<file path="src/rtl/verlet_pkg.sv">
// Shared types and helpers for the Verlet particle node.
package verlet_pkg;

    typedef enum logic [1:0] {
        IDLE,
        CALC,
        DONE
    } state_t;

    // Axis counter width: $clog2(n), never below one bit.
    function automatic int unsigned cnt_w(input int unsigned n);
        return (n <= 2) ? 1 : $clog2(n);
    endfunction

    // Saturate a signed value to the signed range of 'width' bits.
    function automatic logic signed [63:0] sat_w(input logic signed [63:0] value,
                                                 input int unsigned width);
        logic signed [63:0] hi;
        logic signed [63:0] lo;
        hi = (64'sd1 <<< (width - 1)) - 64'sd1;
        lo = -(64'sd1 <<< (width - 1));
        if (value > hi)
            return hi;
        else if (value < lo)
            return lo;
        return value;
    endfunction

endpackage

</file>
<file path="src/rtl/verlet_axis_alu.sv">
// Combinational single-axis Verlet update with saturation and boundary clamp.
// Define VERLET_DAMPING_EN to select the damped update formula.
module verlet_axis_alu
    import verlet_pkg::*;
#(
    parameter int W          = 16,
    parameter int BOUND_MIN  = -1000,
    parameter int BOUND_MAX  = 1000,
    parameter int DAMP_SHIFT = 4
) (
    input  logic signed [W-1:0] x,
    input  logic signed [W-1:0] px,
    input  logic signed [W-1:0] a,
    output logic signed [W-1:0] x_new,
    output logic signed [W-1:0] vel,
    output logic                clamped
);

    logic signed [W+1:0] x2, px2, a2, t;
    logic signed [W:0]   x1, xn1;
    logic signed [63:0]  s, v;
`ifdef VERLET_DAMPING_EN
    logic signed [W:0]   d;
    logic signed [W:0]   d_sh;
`endif

    always_comb begin
        x2  = $signed({{2{x[W-1]}}, x});
        px2 = $signed({{2{px[W-1]}}, px});
        a2  = $signed({{2{a[W-1]}}, a});
`ifdef VERLET_DAMPING_EN
        d    = $signed({x[W-1], x}) - $signed({px[W-1], px});
        d_sh = d >>> DAMP_SHIFT;
        t    = x2 + $signed({d[W], d}) - $signed({d_sh[W], d_sh}) + a2;
`else
        t    = x2 + x2 - px2 + a2;
`endif
        s       = sat_w(64'(t), W);
        clamped = 1'b0;
        if (s > 64'(BOUND_MAX)) begin
            s       = 64'(BOUND_MAX);
            clamped = 1'b1;
        end else if (s < 64'(BOUND_MIN)) begin
            s       = 64'(BOUND_MIN);
            clamped = 1'b1;
        end
        x_new = s[W-1:0];

        x1    = $signed({x[W-1], x});
        xn1   = $signed({x_new[W-1], x_new});
        v     = sat_w(64'(xn1 - x1), W);
        vel   = v[W-1:0];
    end

endmodule

</file>
<file path="src/rtl/verlet_particle.sv">
// Multi-axis position-Verlet particle node: serial axis ALU, atomic commit.
// Optional damping via VERLET_DAMPING_EN (handled inside verlet_axis_alu).
module verlet_particle
    import verlet_pkg::*;
#(
    parameter int          W          = 16,
    parameter int unsigned N_DIM      = 2,
    parameter int          BOUND_MIN  = -1000,
    parameter int          BOUND_MAX  = 1000,
    parameter int          DAMP_SHIFT = 4
) (
    input  logic               clk,
    input  logic               rst,
    input  logic               load,
    input  logic [N_DIM*W-1:0] load_pos,
    input  logic               step_valid,
    output logic               step_ready,
    input  logic [N_DIM*W-1:0] accel,
    output logic [N_DIM*W-1:0] pos_out,
    output logic [N_DIM*W-1:0] vel_out,
    output logic               done
);

    localparam int unsigned    CW   = cnt_w(N_DIM);
    localparam logic [CW-1:0]  LAST = CW'(N_DIM - 1);

    state_t        state, state_nx;
    logic [CW-1:0] cnt;
    logic          handshake;

    logic signed [W-1:0] x_q   [N_DIM];
    logic signed [W-1:0] px_q  [N_DIM];
    logic signed [W-1:0] acc_q [N_DIM];
    logic signed [W-1:0] xw    [N_DIM];
    logic signed [W-1:0] pxw   [N_DIM];
    logic signed [W-1:0] vw    [N_DIM];

    logic signed [W-1:0] alu_x_new, alu_vel;
    logic                alu_clamped;

    verlet_axis_alu #(
        .W         (W),
        .BOUND_MIN (BOUND_MIN),
        .BOUND_MAX (BOUND_MAX),
        .DAMP_SHIFT(DAMP_SHIFT)
    ) u_alu (
        .x      (x_q[cnt]),
        .px     (px_q[cnt]),
        .a      (acc_q[cnt]),
        .x_new  (alu_x_new),
        .vel    (alu_vel),
        .clamped(alu_clamped)
    );

    always_comb begin
        step_ready = (state == IDLE) && !load;
        handshake  = step_valid && step_ready;
        state_nx   = state;
        case (state)
            IDLE:    if (handshake) state_nx = CALC;
            CALC:    if (cnt == LAST) state_nx = DONE;
            DONE:    state_nx = IDLE;
            default: state_nx = IDLE;
        endcase
    end

    always_ff @(posedge clk) begin
        if (rst)
            state <= IDLE;
        else
            state <= state_nx;
    end

    always_ff @(posedge clk) begin
        if (rst) begin
            cnt     <= '0;
            done    <= 1'b0;
            pos_out <= '0;
            vel_out <= '0;
            for (int unsigned k = 0; k < N_DIM; k++) begin
                x_q[k]   <= '0;
                px_q[k]  <= '0;
                acc_q[k] <= '0;
                xw[k]    <= '0;
                pxw[k]   <= '0;
                vw[k]    <= '0;
            end
        end else begin
            done <= 1'b0;
            case (state)
                IDLE: begin
                    if (load) begin
                        pos_out <= load_pos;
                        vel_out <= '0;
                        for (int unsigned k = 0; k < N_DIM; k++) begin
                            x_q[k]  <= load_pos[k*W +: W];
                            px_q[k] <= load_pos[k*W +: W];
                        end
                    end else if (handshake) begin
                        for (int unsigned k = 0; k < N_DIM; k++)
                            acc_q[k] <= accel[k*W +: W];
                    end
                end
                CALC: begin
                    // A clamped axis keeps px equal to its new x so velocity dies there.
                    xw[cnt]  <= alu_x_new;
                    pxw[cnt] <= alu_clamped ? alu_x_new : x_q[cnt];
                    vw[cnt]  <= alu_vel;
                    cnt      <= (cnt == LAST) ? '0 : cnt + 1'b1;
                end
                DONE: begin
                    done <= 1'b1;
                    for (int unsigned k = 0; k < N_DIM; k++) begin
                        x_q[k]             <= xw[k];
                        px_q[k]            <= pxw[k];
                        pos_out[k*W +: W]  <= xw[k];
                        vel_out[k*W +: W]  <= vw[k];
                    end
                end
                default: ;
            endcase
        end
    end

endmodule

</file>
<file path="config.mk">
export PLATFORM = sky130hd
export DESIGN_NAME = verlet_particle
export DESIGN_NICKNAME = d
export VERILOG_FILES = /design/src/rtl/verlet_pkg.sv /design/src/rtl/verlet_axis_alu.sv /design/src/rtl/verlet_particle.sv
export SDC_FILE = /design/constraint.sdc
export NUM_CORES = 1
export LEC_CHECK = 0
export CAP_MARGIN = 40
export CORE_MARGIN = 2
export CORE_UTILIZATION = 44
export CTS_BUF_LIST = sky130_fd_sc_hd__clkbuf_8
export DETAILED_ROUTE_END_ITERATION = 10
export SLEW_MARGIN = 20
export SYNTH_ARGS = -nofsm -noshare
export SYNTH_HDL_FRONTEND = slang
export SYNTH_SLANG_ARGS = --single-unit
</file>
<file path="constraint.sdc">
create_clock -name clk -period 9.61 [get_ports clk]
set_input_delay 1.922 -clock clk [delete_from_list [all_inputs] [get_ports clk]]
set_output_delay 1.922 -clock clk [all_outputs]
set_load 0.05 [all_outputs]
</file>
==> flow_summary.rst <==
.. list-table::
   :header-rows: 1

   * - Metric
     - Value
   * - Outcome
     - finished, final reports clean
   * - Initial Utilization
     - between 40% and 50%
   * - Post-CTS Setup Bufs
     - 0
   * - Count of flip-flops with a built-in enable after synthesis
     - roughly 190
   * - Number of vias in the routed layout
     - between 9k and 10k
   * - Arrival time worst endpoint
     - approximately 9000 ps
   * - Netlist area before placement
     - 12,670 um^2
   * - Fill cell total of the finished layout
     - around 2.5k
   * - Count of inserted antenna diode cells
     - 0
   * - Max IR drop VDD
     - roughly 0.00014 V
   * - Sequential standard cell area
     - 7148 um^2
   * - Power spent charging and discharging nets
     - approximately 1700 uW
   * - Via count of the first global-routing pass
     - around 8.7k
   * - Post-route standard cell area excluding fillers
     - 15,290 um^2
   * - Power Density
     - 276.6 nW/um^2
   * - Worst Hold Margin
     - between 400 and 500 ps
   * - Horizontal extent of the die
     - 173.7 um
   * - Internal power consumption
     - between 2000 and 2500 uW
   * - Layout cells sized above 1
     - 10.64%
   * - Worst slew margin
     - between 30% and 40%
   * - Distinct cell type count of the synthesized netlist
     - 72
   * - Detailed-routing wirelength on met1
     - roughly 16,000 um
   * - Final count of pins violating max slew
     - 0
   * - HPWL after detailed placement
     - between 20,000 and 25,000 um
   * - First-pass GRT wire length
     - a little over 50,000 um
   * - Post-layout nets
     - ~1.3k
   * - Worst slew pin tran
     - slightly above 900 ps
   * - Area after DPL
     - approximately 14,000 um^2
   * - Leading register cell type out of synthesis
     - sky130_fd_sc_hd__edfxtp_1
   * - Sequential fraction of design power
     - approximately a third
   * - Largest net degree at the start of global routing
     - 65
   * - Ratio of final minimum period to clock period
     - around nine tenths
   * - Routed wire length per instance
     - just over 20 um
   * - Count of final setup violators
     - 0
   * - TritonCTS clock tree
     - built
   * - Mean instance size in the synthesized netlist
     - roughly 12 um^2
   * - Path type of the worst setup path
     - flop to flop
   * - Sw Ratio
     - about two fifths
   * - Leading cell type in the layout, fill and taps excluded
     - sky130_fd_sc_hd__edfxtp_1
   * - Net count of the mapped netlist
     - between 1k and 1.5k
   * - Share of synthesized flip-flops with an asynchronous set or reset
     - 0%
   * - Placement Setup Slack
     - about 1100 ps
   * - Final setup margin
     - 991.2 ps
   * - Class of the tightest hold or removal check
     - flop to flop
   * - CTS Buffer Depth
     - 3
   * - I/O Buffers
     - ~130
   * - Highest-count cells in the layout ignoring fill and taps
     - 192 x sky130_fd_sc_hd__edfxtp_1, 132 x sky130_fd_sc_hd__clkdlybuf4s50_1, 94 x sky130_fd_sc_hd__a22o_1, 79 x sky130_fd_sc_hd__nor2_1, 68 x sky130_fd_sc_hd__dfxtp_1
   * - Clock sink count
     - about 260
   * - Synth warn
     - 0
   * - Pre-antenna DRT Iters
     - 5
   * - Max-capacitance violation count
     - 0
   * - Worst Setup Start Kind
     - flop
   * - Worst-Skew Late Latency
     - ~560 ps
   * - Clock network fraction of total power
     - between 20% and 30%
   * - Number of register bits inferred by synthesis
     - between 200 and 300
   * - Resized Gates After CTS
     - 0
   * - Area of the die
     - about 30,000 um^2
   * - Leakage power figure
     - 0.005922 uW
   * - Setup Total Neg Slack
     - 0 ps
   * - Multi-input gate area
     - approximately 5100 um^2
   * - Metal3 WL
     - about 1600 um
   * - Number of antenna violations at the first check in global routing
     - 1
   * - Area Growth Syn to Fin
     - 20.70%
   * - Gate power share
     - 47.1%
   * - Residual overflow from global routing
     - 0
   * - Critical Path End Type
     - flop
   * - Area of the placeable core
     - between 20,000 and 30,000 um^2
   * - Highest achievable clock rate
     - ~0.12 GHz
   * - DRC violations left
     - 0
   * - Top metal layer carrying routed signals
     - met4
   * - Unrepaired setup endpoints after global routing
     - no
   * - Final hold vios
     - 0
   * - Met2 layer wire length in the routed design
     - around 15,000 um
   * - Root buf cell
     - sky130_fd_sc_hd__clkbuf_8
   * - Sequential area share after synthesis
     - 56.42%
   * - Post-cts hold buffer count
     - 0
   * - I/O pin cnt
     - 134
   * - Req. time, crit path
     - 9850 ps
   * - H-tree depth
     - 2
   * - Detailed Route Iter0 Violations
     - around 690
   * - Final GP Congestion
     - roughly 0.85
   * - Largest fanout on the critical path
     - 23
   * - Gate Count Post-Synth
     - between 1k and 1.5k
   * - Total Routing Usage GR
     - 21.70%
   * - Final critical delay including setup and external delays
     - 8619 ps
   * - Post-DR vias/cell
     - roughly 5.5
   * - Remaining antenna violation count after routing
     - 0
   * - Final wirelength
     - ~33,000 um
   * - Clk pin slew, worst setup/hold paths
     - 60 ps
   * - TritonCTS buffer count
     - 43
   * - Clock Skews
     - between 40 and 50 ps
   * - Number of rows in the core area
     - 62
   * - Chip height
     - between 150 and 200 um
sequential cells by signal, indices dropped and copies added (netlist names), named ones only:
| signal | cells |
|---|---|
| vw | 32 |
| xw | 32 |
| x_q | 32 |
| done | 1 |
| pos_out | 32 |
| cnt | 1 |
| acc_q | 32 |
| pxw | 32 |
| state | 2 |
| px_q | 32 |
| vel_out | 32 |
final timing paths:
check	start	to	slack, ps	cells past startpoint
worst max register to register	flop	vw[1][1]	990	23
worst min register to register	pos_out[30]	pos_out[30]	450	1
worst max-delay path	flop	vw[1][1]	990	23
worst min-delay path	pos_out[30]	pos_out[30]	450	1
cells by family (layout without fill, tap and decap cells):
kind of cell / count (synthesis) / count (layout) / synth area share [%]
simple gates: 262 / 262 / 10.24
buf+inv: 113 / 283 / 3.546
flops: 261 / 261 / 56.42
mux: 51 / 51 / 4.198
compound gates: 304 / 304 / 17.39
xor+xnor: 28 / 28 / 1.995
fa+ha+maj: 52 / 52 / 6.203
worst max-delay path, cell delays in order, from the launching register on:
cell and delay [ps]:
sky130_fd_sc_hd__dfxtp_2 600, sky130_fd_sc_hd__buf_4 440, sky130_fd_sc_hd__mux2i_1 340, sky130_fd_sc_hd__fa_1 500
sky130_fd_sc_hd__fa_1 470, sky130_fd_sc_hd__nor2b_1 170, sky130_fd_sc_hd__o31a_1 310, sky130_fd_sc_hd__o21ai_4 160
sky130_fd_sc_hd__o211ai_2 230, sky130_fd_sc_hd__a21oi_4 120, sky130_fd_sc_hd__xnor2_1 690, sky130_fd_sc_hd__o41a_1 690
sky130_fd_sc_hd__or2_1 430, sky130_fd_sc_hd__nor2_1 150, sky130_fd_sc_hd__fa_1 470, sky130_fd_sc_hd__a21o_1 180
sky130_fd_sc_hd__a21oi_1 220, sky130_fd_sc_hd__nand2b_1 180, sky130_fd_sc_hd__a211o_1 180, sky130_fd_sc_hd__nand2_1 90
sky130_fd_sc_hd__o311a_1 390, sky130_fd_sc_hd__o311a_1 330, sky130_fd_sc_hd__o21ai_1 700, sky130_fd_sc_hd__o21ai_0 220
cells in the mapped netlist, types with 10 or more instances:
| cell | number | area share (%) |
|---|---|---|
| sky130_fd_sc_hd__mux2_2 | 17 | 1.5 |
| sky130_fd_sc_hd__o21ai_0 | 39 | 1.5 |
| sky130_fd_sc_hd__a22o_1 | 94 | 6.5 |
| sky130_fd_sc_hd__mux2i_1 | 34 | 2.7 |
| sky130_fd_sc_hd__xnor2_1 | 20 | 1.4 |
| sky130_fd_sc_hd__a22oi_1 | 31 | 1.8 |
| sky130_fd_sc_hd__nand2_1 | 62 | 1.8 |
| sky130_fd_sc_hd__nor3_1 | 15 | 0.59 |
| sky130_fd_sc_hd__edfxtp_1 | 192 | 46 |
| sky130_fd_sc_hd__clkbuf_1 | 51 | 1.5 |
| sky130_fd_sc_hd__fa_1 | 18 | 2.8 |
| sky130_fd_sc_hd__a21oi_1 | 65 | 2.6 |
| sky130_fd_sc_hd__inv_1 | 47 | 1.4 |
| sky130_fd_sc_hd__dfxtp_1 | 69 | 11 |
| sky130_fd_sc_hd__nor2_1 | 81 | 2.4 |
| sky130_fd_sc_hd__ha_1 | 34 | 3.4 |
| sky130_fd_sc_hd__a21o_1 | 10 | 0.59 |
| sky130_fd_sc_hd__and2_1 | 50 | 2.5 |
power groups by stage:
| stage | Combinational (uW) | Sequential, uW | Clock, uW |
|---|---|---|---|
| detailed placement | 1960 | 1350 | 0 |
| global placement | 1960 | 1350 | 0 |
| finish | 1990 | 1330 | 907 |
| floorplan | 1360 | 1380 | 0 |
| global route | 2160 | 1340 | 975 |
| CTS | 1970 | 1330 | 930 |
metal layers:
layer,GRT usage (%),vias to the layer above
met2,33.88,284
met4,6.197,0
met5,0,-
li1,-,4253
met1,31.83,4426
met3,2.873,51
stage by stage:
stage	instances	total power, uW	util [%]
after CTS	1623	4229	53.44
after detailed placement	1546	3312	50.60
after global placement	1544	3316	50.50
final	1625	4229	53.56
after global routing	1625	4472	53.56
after floorplan	1071	2739	-
area by class of cell:
type	instances	share of cell area, %
clock inverters	27	0.7856
repair buffers	159	10.16
clock buffers	50	4.501
well taps	384	3.142
flip-flops and latches	261	46.75
multi-input cells	697	33.50
inverters	47	1.154
Note: power is estimated with default switching activity, not from simulation.
